$ cat config.mk
export PLATFORM = sky130hd
export DESIGN_NAME = vga_frame_monitor
export DESIGN_NICKNAME = d
export VERILOG_FILES = /design/src/rtl/vga_frame_monitor.sv
export SDC_FILE = /design/constraint.sdc
export NUM_CORES = 1
export LEC_CHECK = 0
export ABC_AREA = 1
export CAP_MARGIN = 10
export CORE_UTILIZATION = 50
export CTS_CLUSTER_DIAMETER = 80
export DETAILED_ROUTE_END_ITERATION = 7
export PLACE_DENSITY = 0.84
export SLEW_MARGIN = 20
export SYNTH_ARGS = -nofsm -noshare
export SYNTH_HDL_FRONTEND = slang
export SYNTH_SLANG_ARGS = --single-unit
export TNS_END_PERCENT = 50
$ cat constraint.sdc
create_clock -name clk -period 3.45 [get_ports clk]
set_input_delay 0.8625 -clock clk [delete_from_list [all_inputs] [get_ports clk]]
set_output_delay 0.8625 -clock clk [all_outputs]
set_load 0.02 [all_outputs]
$ cat src/rtl/vga_frame_monitor.sv
// Receive-side VGA timing monitor: rebuilds pixel coordinates from sync edges, verifies
// line/frame lengths, counts lit pixels per frame and captures the colour at a probe point.
module vga_frame_monitor #(
  parameter int H_TOTAL  = 800,
  parameter int V_TOTAL  = 525,
  parameter int X_OFS    = 144,
  parameter int Y_OFS    = 35,
  parameter int H_ACTIVE = 640,
  parameter int V_ACTIVE = 480
) (
  input  logic        clk,
  input  logic        reset,
  input  logic        h_sync,
  input  logic        v_sync,
  input  logic [2:0]  rgb,
  input  logic [9:0]  probe_x,
  input  logic [9:0]  probe_y,
  output logic        locked,
  output logic [9:0]  pix_x,
  output logic [9:0]  pix_y,
  output logic        pix_valid,
  output logic        frame_done,
  output logic [18:0] lit_count,
  output logic [2:0]  probe_rgb,
  output logic [7:0]  err_count
);

  localparam logic [1:0] ST_SEARCH  = 2'd0;
  localparam logic [1:0] ST_ACQUIRE = 2'd1;
  localparam logic [1:0] ST_LOCKED  = 2'd2;

  localparam logic [9:0]  XO = 10'(X_OFS);
  localparam logic [9:0]  XE = 10'(X_OFS + H_ACTIVE);
  localparam logic [9:0]  YO = 10'(Y_OFS);
  localparam logic [9:0]  YE = 10'(Y_OFS + V_ACTIVE);
  localparam logic [10:0] HT = 11'(H_TOTAL);
  localparam logic [10:0] VT = 11'(V_TOTAL);

  logic        s_h_q, s_v_q, s_h_prev_q, s_v_prev_q;
  logic [2:0]  s_rgb_q;
  logic [9:0]  hcnt_q, hcnt_d, lcnt_q, lcnt_d;
  logic        vpend_q, vpend_d;
  logic [1:0]  state_q, state_d;
  logic        acq_err_q, acq_err_d;
  logic [18:0] lit_acc_q, lit_acc_d, lit_count_q, lit_count_d;
  logic [2:0]  shadow_q, shadow_d, probe_rgb_q, probe_rgb_d;
  logic [7:0]  err_q, err_d;
  logic [9:0]  pix_x_q, pix_x_d, pix_y_q, pix_y_d;
  logic        pix_valid_q, pix_valid_d, frame_done_q, frame_done_d;

  logic hfall, vfall, bnd, line_bad, frame_bad, any_bad;
  logic active_d, lit_now, accept, err_inc;

  // Counters and coordinates describe the sample currently held in s_h/s_v/s_rgb.
  always_comb begin
    hfall     = s_h_prev_q & ~s_h_q;
    vfall     = s_v_prev_q & ~s_v_q;
    bnd       = hfall & (vpend_q | vfall);
    line_bad  = hfall & (({1'b0, hcnt_q} + 11'd1) != HT);
    frame_bad = bnd & (({1'b0, lcnt_q} + 11'd1) != VT);
    any_bad   = line_bad | frame_bad;

    hcnt_d = hcnt_q;
    if (hfall)                hcnt_d = '0;
    else if (hcnt_q != 10'h3ff) hcnt_d = hcnt_q + 10'd1;

    lcnt_d  = lcnt_q;
    vpend_d = vpend_q | vfall;
    if (bnd) begin
      lcnt_d  = '0;
      vpend_d = 1'b0;
    end else if (hfall && lcnt_q != 10'h3ff) begin
      lcnt_d = lcnt_q + 10'd1;
    end

    pix_x_d  = hcnt_d - XO;
    pix_y_d  = lcnt_d - YO;
    active_d = (hcnt_d >= XO) && (hcnt_d < XE) && (lcnt_d >= YO) && (lcnt_d < YE);
    lit_now  = active_d && (s_rgb_q != 3'b000);
  end

  always_comb begin
    state_d   = state_q;
    acq_err_d = acq_err_q;
    accept    = 1'b0;
    err_inc   = 1'b0;
    case (state_q)
      ST_SEARCH: begin
        if (bnd) begin
          state_d   = ST_ACQUIRE;
          acq_err_d = 1'b0;
        end
      end
      ST_ACQUIRE: begin
        if (bnd) begin
          acq_err_d = 1'b0;
          if (!(acq_err_q || any_bad)) begin
            state_d = ST_LOCKED;
            accept  = 1'b1;
          end
        end else if (any_bad) begin
          acq_err_d = 1'b1;
        end
      end
      ST_LOCKED: begin
        if (any_bad) begin
          state_d = ST_SEARCH;
          err_inc = 1'b1;
        end else if (bnd) begin
          accept = 1'b1;
        end
      end
      default: state_d = ST_SEARCH;
    endcase
  end

  always_comb begin
    lit_acc_d = lit_acc_q;
    if (bnd)
      lit_acc_d = (accept && lit_now) ? 19'd1 : 19'd0;
    else if (state_q != ST_SEARCH && lit_now)
      lit_acc_d = lit_acc_q + 19'd1;

    lit_count_d = accept ? lit_acc_q : lit_count_q;
    shadow_d    = (active_d && pix_x_d == probe_x && pix_y_d == probe_y) ? s_rgb_q : shadow_q;
    probe_rgb_d = accept ? shadow_q : probe_rgb_q;
    err_d       = (err_inc && err_q != 8'hff) ? err_q + 8'd1 : err_q;

    frame_done_d = accept;
    pix_valid_d  = active_d && (state_d == ST_LOCKED);
  end

  always_ff @(posedge clk or posedge reset) begin
    if (reset) begin
      s_h_q        <= 1'b1;
      s_v_q        <= 1'b1;
      s_h_prev_q   <= 1'b1;
      s_v_prev_q   <= 1'b1;
      s_rgb_q      <= '0;
      hcnt_q       <= '0;
      lcnt_q       <= '0;
      vpend_q      <= 1'b0;
      state_q      <= ST_SEARCH;
      acq_err_q    <= 1'b0;
      lit_acc_q    <= '0;
      lit_count_q  <= '0;
      shadow_q     <= '0;
      probe_rgb_q  <= '0;
      err_q        <= '0;
      pix_x_q      <= '0;
      pix_y_q      <= '0;
      pix_valid_q  <= 1'b0;
      frame_done_q <= 1'b0;
    end else begin
      s_h_q        <= h_sync;
      s_v_q        <= v_sync;
      s_h_prev_q   <= s_h_q;
      s_v_prev_q   <= s_v_q;
      s_rgb_q      <= rgb;
      hcnt_q       <= hcnt_d;
      lcnt_q       <= lcnt_d;
      vpend_q      <= vpend_d;
      state_q      <= state_d;
      acq_err_q    <= acq_err_d;
      lit_acc_q    <= lit_acc_d;
      lit_count_q  <= lit_count_d;
      shadow_q     <= shadow_d;
      probe_rgb_q  <= probe_rgb_d;
      err_q        <= err_d;
      pix_x_q      <= pix_x_d;
      pix_y_q      <= pix_y_d;
      pix_valid_q  <= pix_valid_d;
      frame_done_q <= frame_done_d;
    end
  end

  assign locked     = (state_q == ST_LOCKED);
  assign pix_x      = pix_x_q;
  assign pix_y      = pix_y_q;
  assign pix_valid  = pix_valid_q;
  assign frame_done = frame_done_q;
  assign lit_count  = lit_count_q;
  assign probe_rgb  = probe_rgb_q;
  assign err_count  = err_q;

endmodule

==> flow_summary.yaml, run 1 <==
outcome:
  outcome: "finished clean"
detailed_routing:
  via_count: 5129
  wl_per_cell_um: 13.0
  wl_um: 12900
  drt_iter0_markers: 327
  ant_nets: 0
  drc_errors: 0
  via_per_inst: 5.20
  drt_pass1_iterations: 5
timing:
  finalSetupTns_ns: 0
  max_freq_ghz: 0.322
  worst_slack_ns: 0.340
  finalCriticalPeriod_ns: 3.11
  hold_violations: 0
  tightest_slew_ns: 0.648
  drv_slew: 0
  setup_violations: 0
  clock_skew_ns: 0.00633
  period_share_pct: 90.2
  relSlewSlack_pct: 56.7
power_and_ir_drop:
  pwr_density_cell_nw_per_um2: 493
  p_int_w: 0.00227
  seqPwrFrac_pct: 40.6
  p_sw_w: 0.00121
  vdd_drop_max_uv: 359
  power_leakage_nw: 3.61
  p_comb_share_pct: 30.1
  clock_power_share_pct: 29.3
  p_sw_share_pct: 34.8
grt:
  grt_pass1_wl_um: 21600
  antenna_found_initial: 0
  grt_max_degree: 41
  grt_usage_pct: 23.2
  grt_overflow: 0
  grt_pass1_vias: 4689
worst_setup_path:
  cp.depth: 21
  path_cells: "ha_2, nand3_2, nor2_4, nand2_2, nand2_4, nand2_1, nand3_1, inv_1, ha_4, inv_1, nand3_1, nor2_1, nand3_1, nand2_1, nand2_1, nor2_1, nand2_1, nor2_2, nand3_1, nand2_1, nand2_1"
  worst_ep_required_time_ns: 3.68
  crit_path_start_kind: "register"
  r2r_cells: 21
  slowest_stage: "dfrtp_1"
  critPathBufInv: 2
  reg2reg_from: "lcnt_q[1]"
  rrSetupSlack_ns: 0.34
  cpMostUsedCell: "nand2_1"
  crit_family: "simple AND/OR/NAND/NOR gates"
  critPathMaxStageDelay_ns: 0.41
  end_kind: "register"
  crit_fanout: 7
  worstSetupPathType: "reg2reg"
  crit_arrival_ns: 3.34
  cp-startpoint: "lcnt_q[1]"
  worstReg2RegEnd: "shadow_q[1]"
die:
  initial_core_util_pct: 52.1
  die_y_um: 109
  die_x_um: 109
  rows: 38
  die_area_um2: 11900
  ioPinCount: 80
  coreArea_um2: 11000
yosys:
  synthSimpleGateAreaFrac_pct: 36.0
  synth_top_area_share_pct: 42.2
  synthFlopType: "dfrtp_1"
  synthesis.instances: 761
  synth_area_um2: 5750
  synth_cell_types: 38
  synth-edff-count: 0
  syn-num-nets: 800
  synth_area_leader_cell: "dfrtp_1"
  yosys-mux-area-fraction_pct: 0.196
  yosysWarningCount: 0
  synthXorXnorAreaFrac_pct: 5.18
  synth_compound_area_share_pct: 3.50
  synth_fa_ha_area_share_pct: 2.61
  syn_avg_cell_area_um2: 7.55
  synth_top_family_by_area: "simple AND/OR/NAND/NOR gates"
  synth_seq_cells: 101
  netlist_top_cells_area: "dfrtp_1, nand2_1, nand3_1"
  yosysSeqAreaShare_pct: 44.1
  synthArstFlopShare_pct: 100
hold_path:
  min_from: "s_v_q"
  min_to: "s_v_prev_q"
  hold_depth: 0
  hold_path.class: "reg2reg"
cells_and_area:
  area_growth_pct: 22.8
  n_antenna_cell: 0
  drive_above_1_share_pct: 8.03
  fin_nets: 881
  utilization_pct: 64.0
clocking:
  ctsRootBufferMaster: "clkbuf_16"
  cts.htree.levels: 3
  numCtsBuffers: 9
  clock-sinks: 101
  clock_latency_ns: 0.34
  cts_tree: "yes"
  clkSlewWorstSetupHoldPaths_ns: 0.07
  ctsHoldBuffers: 0
  clockBufferDepth: 2
placed_design:
  dpl.hpwl_um: 9390
  pre_cts_ws_ns: 0.260
  gp_congestion: 0.919
  port_buffers: 79
flow_run:
  cap_violations: 0
==> Yosys cell counts (6+ instances only) <==
cell	number
nand2_1	245
dfrtp_1	97
inv_1	97
nand3_1	86
nor2_1	50
nand4_1	34
xor2_1	24
ha_1	12
nor3_1	12
o21ai_1	11
o21ai_0	10
xnor2_1	10
buf_4	6
clkbuf_1	6
nand2_2	6
nor2_2	6
==> stage by stage <==
step           hold WS [ns]  cells  total power, W  instance area [µm²]
3_5_place_dp          0.360    969         0.00244                 6710
5_1_grt               0.377    987         0.00368                 7060
3_3_place_gp          0.360    969         0.00243                 6710
2_1_floorplan         0.354    761         0.00210                 5750
6_report              0.371    987         0.00348                 7060
4_1_cts               0.370    985         0.00347                 7010
==> per-layer routing <==
metal	track usage, %	up-vias	wire length [µm]
met4	7.43	0	195
met5	0	-	0
met3	3.89	23	819
met1	33.7	2336	6270
met2	35.3	182	5600
li1	-	2588	-
==> layout by cell type (no fill, tap or decap), drive strengths merged, types with 11 or more instances in the layout <==
cell           synthesis  routed
inv                   99     101
nand4                 35      35
dfrtp                 97      97
nand2                252     252
o21ai                 23      23
xor2                  24      24
ha                    12      12
nor3                  13      13
clkdlybuf4s50          0      79
nand3                 90      90
buf                   14      11
nor2                  59      59
==> kinds of logic (layout without fill, tap and decap cells) <==
family | Yosys count | count (layout)
and+or+nand+nor | 458 | 458
muxes | 1 | 1
adders and majority gates | 12 | 12
buffers and inverters | 120 | 206
AOI/OAI and AO/OA | 35 | 35
DFF | 101 | 101
xor gates and xnor gates | 34 | 34
==> state kept, by name, summed over array words and instances, names as in the netlist, 2 cells and up <==
name and flops:
lit_acc_q 19, lit_count 19, lcnt_q 10, pix_x 10, pix_y 10, err_count 8
hcnt_q 6, probe_rgb 3, s_rgb_q 3, shadow_q 3, state_q 2
==> final cells by class <==
cell class,instances,area [µm²]
clock buffers,10,229
clock inverters,6,70.1
fillers,931,3970
inverters,100,379
multi-input cells,540,2770
flip-flops and latches,101,2530
well taps,140,175
repair buffers,90,898
==> worst max-delay path by stage <==
stage	endpoint	slack, ns
after CTS	shadow_q[1]	0.24
after global placement	shadow_q[0]	0.34
after floorplan	lit_acc_q[3]	0.67
after global routing	shadow_q[2]	-0.007
after detailed placement	shadow_q[1]	0.26
final	shadow_q[1]	0.34
==> power by group through the flow <==
stage          sequential, W  clock (W)  combinational, W
2_1_floorplan        0.00148          0          0.000627
5_1_grt              0.00143    0.00109           0.00116
3_5_place_dp         0.00142          0           0.00101
4_1_cts              0.00141    0.00104           0.00103
6_report             0.00141    0.00102           0.00105
3_3_place_gp         0.00143          0           0.00101
==> what timing repair did <==
action / CTS / global route
endpoints found under the setup margin: 0 / 22
resized for setup: 0 / 8
buffers inserted: 0 / 2
Note: power is estimated with default switching activity, not from simulation.
==> run 2: changes to the inputs <==
- SLEW_MARGIN: 20 -> 15
==> results of run 2 <==
Final layout, timing and power as in run 1 (identical DEF).
